`config.mk`:
```
export PLATFORM = sky130hd
export DESIGN_NAME = branch_target_buffer
export DESIGN_NICKNAME = d
export VERILOG_FILES = /design/src/rtl/bpb_pkg.sv /design/src/rtl/return_address_stack.sv /design/src/rtl/branch_target_buffer.sv
export SDC_FILE = /design/constraint.sdc
export NUM_CORES = 1
export LEC_CHECK = 0
export CORE_ASPECT_RATIO = 1.4
export CORE_UTILIZATION = 45
export DETAILED_ROUTE_END_ITERATION = 6
export SYNTH_ARGS = -nofsm -noshare
export SYNTH_HDL_FRONTEND = slang
export SYNTH_SLANG_ARGS = --single-unit
```
`constraint.sdc`:
```
create_clock -name clk -period 24 [get_ports clk]
set_clock_uncertainty 0.15 [all_clocks]
set_input_delay 6 -clock clk [delete_from_list [all_inputs] [get_ports clk]]
set_output_delay 6 -clock clk [all_outputs]
set_load 0.02 [all_outputs]
```
`src/rtl/bpb_pkg.sv`:
```
// Shared types and counter helpers for the fetch-stage branch predictor.
package bpb_pkg;

  typedef enum logic [1:0] {
    BRANCH = 2'd0,
    JUMP   = 2'd1,
    CALL   = 2'd2,
    RET    = 2'd3
  } kind_t;

  // Entry fields are sized for the widest supported configuration; unused high bits stay zero.
  localparam int TAG_MAX = 30;
  localparam int CTR_MAX = 8;

  typedef struct packed {
    logic               valid;
    logic [TAG_MAX-1:0] tag;
    kind_t              kind;
    logic [CTR_MAX-1:0] ctr;
    logic [31:0]        target;
  } btb_entry_t;

  function automatic logic [CTR_MAX-1:0] ctr_max(input int bits);
    return CTR_MAX'((1 << bits) - 1);
  endfunction

  function automatic logic [CTR_MAX-1:0] ctr_weak_taken(input int bits);
    return CTR_MAX'(1 << (bits - 1));
  endfunction

  function automatic logic [CTR_MAX-1:0] ctr_sat_inc(input logic [CTR_MAX-1:0] c, input int bits);
    return (c >= ctr_max(bits)) ? c : c + 1'b1;
  endfunction

  function automatic logic [CTR_MAX-1:0] ctr_sat_dec(input logic [CTR_MAX-1:0] c);
    return (c == '0) ? c : c - 1'b1;
  endfunction

endpackage

```
`src/rtl/return_address_stack.sv`:
```
// Circular return-address stack; top is combinational, push/pop visible next cycle.
// Overflow overwrites the oldest entry; pop on empty does nothing.
module return_address_stack #(
  parameter int DEPTH = 4
) (
  input  logic        clk,
  input  logic        reset,
  input  logic        push,
  input  logic        pop,
  input  logic [31:0] push_data,
  output logic [31:0] top,
  output logic        empty
);

  localparam int PW = $clog2(DEPTH);

  logic [31:0]   mem [DEPTH];
  logic [PW-1:0] ptr;
  logic [PW-1:0] top_ptr;
  logic [PW:0]   count;

  assign top_ptr = ptr - 1'b1;
  assign top     = mem[top_ptr];
  assign empty   = (count == '0);

  always_ff @(posedge clk) begin
    if (reset) begin
      ptr   <= '0;
      count <= '0;
    end else if (push && pop && !empty) begin
      mem[top_ptr] <= push_data;
    end else if (push) begin
      mem[ptr] <= push_data;
      ptr      <= ptr + 1'b1;
      if (count != (PW+1)'(DEPTH)) count <= count + 1'b1;
    end else if (pop && !empty) begin
      ptr   <= top_ptr;
      count <= count - 1'b1;
    end
  end

endmodule

```
`src/rtl/branch_target_buffer.sv`:
```
// Direct-mapped tagged BTB with saturating direction counters and a return stack.
// Lookup is combinational; updates and stack changes are seen the next cycle.
module branch_target_buffer
  import bpb_pkg::*;
#(
  parameter int ENTRIES   = 16,
  parameter int TAG_BITS  = 8,
  parameter int CTR_BITS  = 2,
  parameter int RAS_DEPTH = 4
) (
  input  logic        clk,
  input  logic        reset,
  input  logic [31:0] f_pc,
  input  logic        f_fire,
  output logic        f_hit,
  output logic        f_taken,
  output logic [31:0] f_target,
  input  logic        u_valid,
  input  logic [31:0] u_pc,
  input  logic [1:0]  u_kind,
  input  logic        u_taken,
  input  logic [31:0] u_target
);

  localparam int IDX = $clog2(ENTRIES);

  btb_entry_t         mem [ENTRIES];
  logic [IDX-1:0]     f_idx, u_idx;
  logic [TAG_MAX-1:0] f_tag, u_tag;
  logic [31:0]        f_seq;
  kind_t              f_kind, u_kind_e;
  logic               u_hit;
  logic               ras_push, ras_pop, ras_empty;
  logic [31:0]        ras_top;
  logic               unused_bits;

  assign f_idx    = f_pc[IDX+1:2];
  assign f_tag    = TAG_MAX'(f_pc[IDX+TAG_BITS+1:IDX+2]);
  assign u_idx    = u_pc[IDX+1:2];
  assign u_tag    = TAG_MAX'(u_pc[IDX+TAG_BITS+1:IDX+2]);
  assign u_kind_e = kind_t'(u_kind);
  assign f_seq    = f_pc + 32'd4;
  assign f_kind   = mem[f_idx].kind;

  assign f_hit = mem[f_idx].valid && (mem[f_idx].tag == f_tag);
  assign u_hit = mem[u_idx].valid && (mem[u_idx].tag == u_tag);

  assign unused_bits = ^{u_pc[1:0], u_pc[31:IDX+TAG_BITS+2]};

  always_comb begin
    f_taken  = 1'b0;
    f_target = f_seq;
    if (f_hit) begin
      case (f_kind)
        BRANCH: begin
          f_taken  = mem[f_idx].ctr[CTR_BITS-1];
          f_target = f_taken ? mem[f_idx].target : f_seq;
        end
        RET: begin
          f_taken  = 1'b1;
          f_target = ras_empty ? mem[f_idx].target : ras_top;
        end
        default: begin
          f_taken  = 1'b1;
          f_target = mem[f_idx].target;
        end
      endcase
    end
  end

  assign ras_push = f_fire && f_hit && (f_kind == CALL);
  assign ras_pop  = f_fire && f_hit && (f_kind == RET);

  return_address_stack #(.DEPTH(RAS_DEPTH)) u_ras (
    .clk       (clk),
    .reset     (reset),
    .push      (ras_push),
    .pop       (ras_pop),
    .push_data (f_seq),
    .top       (ras_top),
    .empty     (ras_empty)
  );

  // No write-to-read bypass: lookups in the update cycle see the old entry.
  always_ff @(posedge clk) begin
    if (reset) begin
      for (int i = 0; i < ENTRIES; i++) mem[i].valid <= 1'b0;
    end else if (u_valid) begin
      if (u_hit) begin
        mem[u_idx].kind <= u_kind_e;
        if (u_kind_e == BRANCH)
          mem[u_idx].ctr <= u_taken ? ctr_sat_inc(mem[u_idx].ctr, CTR_BITS)
                                    : ctr_sat_dec(mem[u_idx].ctr);
        if (u_taken) mem[u_idx].target <= u_target;
      end else if (u_taken) begin
        mem[u_idx] <= '{valid: 1'b1, tag: u_tag, kind: u_kind_e,
                        ctr: ctr_weak_taken(CTR_BITS), target: u_target};
      end
    end
  end

endmodule
```
* Yosys cells after proc, flatten, opt, wreduce, memory -nomap -nowiden *
Memories as Yosys holds them, arrays and structs flattened.
Index checks and enable logic that the tools add are counted.

word-level totals
  output and inout port bits = 34
  register bits = 5
  input bits = 103
  memory bits (writable) = 944
  memories = 2
  logic and storage cells = 90

cells by class
  reductions and logical operators = 18
  $add $sub $neg = 7
  bitwise logic cells = 4
  equal/unequal tests = 6
  mux-type cells = 50
  magnitude comparators = 1

memory list
  name       words  bits a word  read ports  clocked after Yosys merged registers in  write ports  RTL line                    source
  mem        16     51           2           0                                        16           branch_target_buffer.sv:27  btb_entry_t mem [ENTRIES];
  u_ras.mem  4      32           1           0                                        1            return_address_stack.sv:17  logic [31:0] mem [DEPTH];

operators by type and width
  operator                                                               count
  32-bit 2-to-1 mux                                                      5
  32-bit one-hot mux with 2 select lines                                 1
  30-bit by 8-bit equality test with 1-bit output                        2
  51-bit 2-to-1 mux                                                      1
  51-bit OR reduction                                                    1
  32-bit by 3-bit adder with 32-bit output, second input constant        1
  8-bit 2-to-1 mux                                                       4
  32-bit OR reduction                                                    1
  1-bit 2-to-1 mux                                                       30
  3-bit 2-to-1 mux                                                       3
  8-bit by 1-bit adder with 8-bit output, second input constant          1
  8-bit by 2-bit >= comparator with 1-bit output, second input constant  1
  1-bit logical AND                                                      8
  8-bit logical NOT                                                      1
  2-bit 2-to-1 mux                                                       4
  8-bit by 1-bit subtractor with 8-bit output, second input constant     1
  5-bit 2-to-1 mux                                                       1
  2-bit equality test, second input constant                             2
  2-bit logical NOT                                                      2
  4-bit 2-to-1 mux                                                       1
  3-bit by 1-bit adder with 3-bit output, second input constant          1
  3-bit logical NOT                                                      1
  3-bit inequality test, second input constant                           1
  1-bit bitwise OR                                                       3
  other kinds (9)                                                        9

* Depth between registers and ports, before layout *
Gate-level depths: netlist of the first run.
An unclocked memory read counts as a cell.

  depth after elaboration = 12
  gate-level depth with buffers = 19
  gate-level depth less buffers = 13

* Hierarchy *
Synthesis of the first run repeated with hierarchy kept, for this count alone.

unflattened totals
  cell total of the unflattened synthesis = 1999
  area total of the unflattened synthesis = 39639.3 um^2

by module, submodules not included
  module                cells each  area each (um^2)  times used  seq. area each (um^2)
  branch_target_buffer  1775        34591.9           1           24343.3
  return_address_stack  224         5047.3            1           3943.8

* Worst setup path before layout of the first run *
Ideal clock, no wire load.

  path kind = input-to-output
  start = input f_pc[2]
  end = output f_target[10]
  stages on the path = 14
  required time = 17.850 ns
  arrival = 9.370 ns
  path slack = 8.480 ns
  buffers on the path = 5
  cells stage by stage = buf_2 -> buf_2 -> buf_2 -> buf_2 -> mux4_2 -> mux4_2 -> inv_1 -> ha_1 -> a41oi_1 -> o21a_1 -> clkbuf_1 -> nor2b_1 -> a21oi_1 -> o2bb2ai_1

on the way
  cells in the longest elaborated chain, start to end = 4
  elaborated cells on any way between the ends = 10
  those cells by class = add/sub (1); eq/ne (2); mux (4); reduce/logical (2); memory (1)

RTL lines
  element                                                                         RTL line                                                source
  start: declaration                                                              branch_target_buffer.sv:13                              input logic [31:0] f_pc,
  32-bit by 3-bit adder with 32-bit output or memory 16 x 51 bit (tied branches)  -
  32-bit 2-to-1 mux (tied with other cells)                                       branch_target_buffer.sv:57                              f_target = f_taken ? mem[f_idx].target : f_seq;
  32-bit one-hot mux with 2 select lines or 1-bit logical AND (tied branches)     branch_target_buffer.sv:54, branch_target_buffer.sv:45
  32-bit 2-to-1 mux *                                                             branch_target_buffer.sv:53                              if (f_hit) begin
  end: declaration                                                                branch_target_buffer.sv:17                              output logic [31:0] f_target,

Mark *: on every way between the ends. The rest lies on a longest branch, timed or not.

* Final worst setup path of the first run *
  start = input f_pc[3]
  end = output f_target[11]

The elaborated chain is that of the path after synthesis.

==> summary.md, run 1 <==
| Metric | Value |
|---|---|
| Status | `complete, no violations` |
| Total Die Area | `89110 um^2` |
| Reg2Reg Capture Point | `u_ras.mem[3][19]` |
| CTS root buf | `clkbuf_16` |
| Mux cell area share after synthesis | `0.1822` |
| DR WL/cell | `around 29 um` |
| Post-CTS Setup Repair Bufs | `0` |
| Worst min path class | `flop to flop` |
| Comb pwr share | `0.067` |
| Via density | `5.989` |
| Largest net degree at the start of global routing | `77` |
| Largest family of logic cells by synthesized area | `multiplexers` |
| CTS Hold Bufs | `0` |
| Fmax | `58.71 MHz` |
| GPL Wtd Cong | `0.8017` |
| P_sw | `730.5 uW` |
| Post_cts resized | `0` |
| Hold Slack | `between 0.3 and 0.4 ns` |
| Area contributors post-synth | `edfxtp_1 (70%), mux4_2 (16%), mux2i_1 (2.0%)` |
| Setup Viol. Count Final | `0` |
| Vias in the first global route | `21290` |
| Synth Register Bits | `949` |
| Clock buffer depth | `3` |
| Synth-to-Final Area Change | `13.73%` |
| Worst slew pin tran | `1.236 ns` |
| Switching share of power | `0.2124` |
| Slowest cell delay on critical path | `around 0.9 ns` |
| Share of the synthesized area in the top cell type | `0.7045` |
| Critical Path Sink Type | `output pin` |
| Final Max Slew Viols | `0` |
| Iter 0 DRT Violations | `about 1600` |
| Worst-path clk slew | `0.06 ns` |
| Crit path cell chain | `clkbuf_8, buf_4, mux4_2, mux2i_1, inv_1, o2111ai_1, nand2_1, nand3_2, o2bb2ai_1, clkdlybuf4s50_1` |
| Final antenna-violating net count | `0` |
| Reg2Reg Depth | `8` |
| PortBufs | `116` |
| H-tree levels | `3` |
| # rows | `between 100 and 150` |
| Relative slew margins | `0.1760` |
| Drt drc | `0` |
| Crit Path Category | `primary input to output pin` |
| Detailed-route wire length | `between 90000 and 100000 um` |
| Clk_lat worst skew | `roughly 0.64 ns` |
| CP max FO | `67` |
| Most frequent cells in the layout | `edfxtp_1 (928), mux4_2 (278), clkdlybuf4s50_1 (110)` |
| Starting density of the core | `0.4549` |
| Simple-Gate Fraction of Synth Area | `0.03315` |
| Hold path start | `mem[10][50]` |
| RSZ-0062 raised after global routing | `no` |
| Clock share of power | `0.399` |
| EDFF count, synth | `slightly above 900` |
| Reg2reg setup slack | `18.89 ns` |
| Async set or reset register ratio after synthesis | `0` |
| WP data arrival | `10.88 ns` |
| Worst vdd ir | `0.00004292 V` |
| Detailed Routing Iterations Pass 1 | `5` |
| Post-synthesis adder-cell area fraction | `0.002720` |
| Worst hold endpoint | `mem[10][50]` |
| Global route overflow | `0` |
| Power per cell area | `76.43 nW/um^2` |
| Layout Utilization | `0.5173` |
| Average size of a mapped cell | `19.85 um^2` |
| Fillers | `about 6900` |
| Largest area contributor in the netlist | `edfxtp_1` |
| Share of cells above drive strength 1 | `0.2303` |
| Ys flop type | `edfxtp_1` |
| Total of max-cap violations | `0` |
| Hold Path Depth | `1` |
| Setup crit start kind | `primary input` |
| All-layer global routing usage | `0.2203` |
| Die H | `between 300 and 400 um` |
| CTS Sinks | `949` |
| Global-route wire length before repair | `141500 um` |
| Complex-gate fraction of the synthesized area | `0.03998` |
| Initial antenna violation count | `5` |
| Yosys cell types | `60` |
| Register area share after synthesis | `0.7151` |
| Routed vias | `20220` |
| Syn. warnings | `0` |
| Syn Inst Count | `~2000` |
| IO Count | `~140` |
| Pint | `2708 uW` |
| RR Startpoint | `mem[7][46]` |
| Cell area after synthesis | `between 30000 and 40000 um^2` |
| Net count, final | `2246` |
| Period utilisation layout | `0.7097` |
| Core ar. | `86960 um^2` |
| Most common cell after layout, fill and taps aside | `edfxtp_1` |
| Die W | `252.6 um` |
| Crit path required time | `around 18 ns` |
| Hpwl dp | `roughly 57000 um` |
| Syn_nets | `2104` |
| Lkg Pwr | `0.01400 uW` |
| Final min period | `between 15 and 20 ns` |
| Sequential power share | `0.534` |
| Xor-xnor portion of the synthesized cell area | `0.009964` |
| Slowest cell on the critical path | `buf_4` |
| CTS tree | `yes` |
| Cts bufs inserted | `90` |
| Sum Neg Setup Slack | `0 ns` |
| ANT cells | `0` |
| Fin. Hold Viols | `0` |
state kept, by name, summed over array words and instances, names as in the netlist:
name and cells:
mem 816, u_ras.count 3, u_ras.mem 128, u_ras.ptr 2
cell usage after synthesis (all sizes together), types with 20 or more instances:
| library cell | instances |
|---|---|
| edfxtp | 928 |
| mux4 | 278 |
| mux2i | 80 |
| a21oi | 70 |
| buf | 68 |
| clkbuf | 56 |
| nor2 | 56 |
| nand2 | 53 |
| o2bb2ai | 48 |
| nor2b | 45 |
| a22oi | 38 |
| xnor2 | 25 |
| dfxtp | 21 |
| inv | 21 |
| a211oi | 20 |
| xor2 | 20 |
worst max-delay path: cells and delay by family:
kind	cells	cell delay, ns
simple gates	2	1.08
buf+inv	4	2.22
compound gates	2	0.91
mux	2	0.49
metrics by stage:
step           worst slack [ns]  total power, uW  instance area, um^2  instances
2_1_floorplan             8.480             2010                39560       1993
3_3_place_gp              6.929             2099                42190       3212
3_5_place_dp              6.941             2105                42190       3212
4_1_cts                   6.918             3473                44980       3375
5_1_grt                   6.697             3540                44990       3376
6_report                  6.967             3439                44990       3376
cell families (layout without fill, tap and decap cells):
family,count (synthesis),in the layout
fa+ha+maj,8,8
flops,949,949
mux,371,371
xor+xnor,45,45
compound gates,226,226
simple gates,248,248
buf+inv,146,359
worst max-delay path by stage:
stage             from  slack, ns           end  cells past startpoint
2_1_floorplan  f_pc[2]       8.48  f_target[10]                     14
3_3_place_gp   f_pc[3]       6.93  f_target[13]                     10
3_5_place_dp   f_pc[3]       6.94       f_taken                     10
4_1_cts        f_pc[3]       6.92       f_taken                     10
5_1_grt        f_pc[3]       6.70  f_target[28]                     10
6_report       f_pc[3]       6.97  f_target[11]                     10
final cells by class:
class | instances | area [um^2] | share of cell area
flip-flops and latches | 949 | 28290 | 0.6288
clock buffers | 120 | 2416 | 0.05370
repair buffers | 174 | 1593 | 0.03540
multi-input cells | 898 | 10770 | 0.2393
well taps | 1170 | 1464 | 0.03254
clock inverters | 43 | 380.4 | 0.008455
inverters | 22 | 82.58 | 0.001836
power groups by stage:
stage | sequential, uW | combinational, uW | clock (uW)
after floorplan | 1870 | 138 | 0
after global placement | 1870 | 228 | 0
after detailed placement | 1870 | 233 | 0
after CTS | 1840 | 233 | 1400
after global routing | 1840 | 247 | 1460
final | 1840 | 230 | 1370
routing by layer:
metal | vias up | GRT usage | wire length [um]
met2 | 657 | 0.3918 | 51830
met4 | 2 | 0.06739 | 2190
met3 | 145 | 0.02617 | 5166
met5 | - | 0 | 13
met1 | 10780 | 0.2814 | 37470
li1 | 8635 | - | -
Power figures use the tool's default switching activity.
==> inputs of run 2 (changes only) <==
==> constraint.sdc (replaced) <==
create_clock -name clk -period 14.37 [get_ports clk]
set_clock_uncertainty 0.15 [all_clocks]
set_input_delay 3.5925 -clock clk [delete_from_list [all_inputs] [get_ports clk]]
set_output_delay 3.5925 -clock clk [all_outputs]
set_load 0.02 [all_outputs]
==> run 2 against run 1 <==
- hold slack improved by 0.0030 ns
- final area increased by 0.80%
- first-iteration DRC count increased by 4.1%
- cell count increased by 0.24%
- register-to-register slack got worse by 9.0 ns
- global-route usage increased by 0.20 points
- via count decreased by 0.36%
==> summary.md, run 2 (synthesized netlist as in run 1, its figures left out) <==
| Metric | Value |
|---|---|
| Status | `complete, no violations` |
| Net count, final | `2248` |
| Post-route met1 wirelength | `37590 um` |
| Initial antenna violation count | `5` |
| Detailed-route wire length | `97410 um` |
| All-layer global routing usage | `0.2223` |
| Routed vias | `slightly above 20000` |
| Worst min path class | `flop to flop` |
| Hpwl dp | `56870 um` |
| Drt drc | `0` |
| Lkg Pwr | `0.01417 uW` |
| PortBufs | `116` |
| Met3 routed WL | `4753 um` |
| Setup WS post-layout | `2.903 ns` |
| Period utilisation layout | `0.7980` |
| CTS tree | `yes` |
| Iter 0 DRT Violations | `between 1500 and 2000` |
| Multi-input logic area | `10770 um^2` |
| Reg with most FFs | `mem` |
| Dpl ws | `2.803 ns` |
| Crit Path Category | `primary input to output pin` |
| Cts bufs inserted | `91` |
| Post_cts resized | `0` |
| IO Count | `137` |
| CTS Hold Bufs | `0` |
| Fin. Hold Viols | `0` |
| Setup Viol. Count Final | `0` |
| Worst vdd ir | `0.00007241 V` |
| Starting density of the core | `0.4549` |
| Final antenna-violating net count | `0` |
| GPL Wtd Cong | `0.8235` |
| Worst slew pin tran | `1.217 ns` |
| Sum Neg Setup Slack | `0 ns` |
| Number of flip-flops in the largest register | `a little over 800` |
| DR WL met2 | `51600 um` |
| Share of cells above drive strength 1 | `0.2364` |
| Post-CTS Setup Repair Bufs | `0` |
| Vias in the first global route | `between 20000 and 25000` |
| Critical Path Sink Type | `output pin` |
| WP data arrival | `7.72 ns` |
| # rows | `128` |
| Final Max Slew Viols | `0` |
| Fillers | `6862` |
| Die H | `352.8 um` |
| Layout Utilization | `0.5215` |
| CTS Sinks | `949` |
| Top flop regs | `mem (816), u_ras.mem (128), u_ras.count (3)` |
| Most common cell after layout, fill and taps aside | `edfxtp_1` |
| Worst-path clk slew | `0.06 ns` |
| Synth-to-Final Area Change | `14.64%` |
| Detailed Routing Iterations Pass 1 | `5` |
| Setup crit start kind | `primary input` |
| Total of max-cap violations | `0` |
| CTS root buf | `clkbuf_16` |
| Register area | `28290 um^2` |
| RSZ-0062 raised after global routing | `no` |
| CP max FO | `56` |
| Largest net degree at the start of global routing | `71` |
| Fmax | `87.20 MHz` |
| Global-route wire length before repair | `143100 um` |
| H-tree levels | `3` |
| Power per cell area | `131.6 nW/um^2` |
| Crit path required time | `between 10 and 15 ns` |
| Relative slew margins | `0.1890` |
| Total Die Area | `89110 um^2` |
| Global route overflow | `0` |
| Top Layer Used | `met5` |
| Final min period | `11.47 ns` |
| Clk_lat worst skew | `0.65 ns` |
| Via density | `5.954` |
| Clock buffer depth | `3` |
| Die W | `around 250 um` |
| DR WL/cell | `around 29 um` |
| Core ar. | `approximately 87000 um^2` |
| Most frequent cells in the layout | `edfxtp_1 (928), mux4_2 (278), clkdlybuf4s50_1 (110)` |
-- run 2: cell types whose count changed in the layout (fill, tap and decap cells not counted), sizes merged --
| cell | delta |
|---|---|
| clkbuf | -4 |
| clkinv | -1 |
| buf | +2 |
| inv | -2 |
| diode | +2 |
| clkinvlp | +3 |
| bufinv | +8 |
-- run 2: path summary, 6_finish.rpt --
kind | slack [ns] | endpoint | start | depth (start not counted)
max | 2.90 | f_target[13] | f_pc[2] | 12
min | 0.33 | mem[9][50] | mem[9][50] | 1
min reg2reg | 0.33 | mem[9][50] | mem[9][50] | 1
max reg2reg | 9.90 | mem[3][34] | mem[15][48] | 7
-- run 2: layer usage --
layer | global-route usage | vias up
met1 | 0.2779 | 10750
met3 | 0.03251 | 162
met5 | 0 | -
met4 | 0.08424 | 4
li1 | - | 8619
met2 | 0.3898 | 612
-- run 2: layout make-up --
type | instances | share of cell area
well taps | 1170 | 0.03228
repair buffers | 175 | 0.03529
flip-flops and latches | 949 | 0.6238
diodes | 2 | 0.0001104
clock inverters | 51 | 0.01448
inverters | 22 | 0.001821
clock buffers | 117 | 0.05466
multi-input cells | 898 | 0.2376
-- run 2: critical path, cell delays in order --
cell	delay, ns
buf_8	0.46
mux4_2	0.63
mux4_2	0.54
inv_1	0.10
ha_1	0.27
a41oi_1	0.19
o21a_1	0.49
buf_4	0.37
nor2b_1	0.08
a21oi_1	0.15
o2bb2ai_1	0.14
clkdlybuf4s50_1	0.60
-- run 2: stage by stage --
step / total power [uW] / instances / instance area (um^2) / hold WS (ns)
finish: 5968 / 3384 / 45350 / 0.3323
global route: 6133 / 3382 / 45340 / 0.3504
CTS: 6017 / 3382 / 45340 / 0.3311
detailed placement: 3518 / 3214 / 42200 / 0.3197
global placement: 3507 / 3214 / 42200 / 0.3108
floorplan: 3357 / 1993 / 39560 / 0.2924
-- run 2: power by group --
part | total, uW | switching, uW | internal, uW
registers | 3070 | 4.19 | 3060
logic | 386 | 231 | 155
clock network | 2510 | 1030 | 1490
total | 5970 | 1260 | 4710
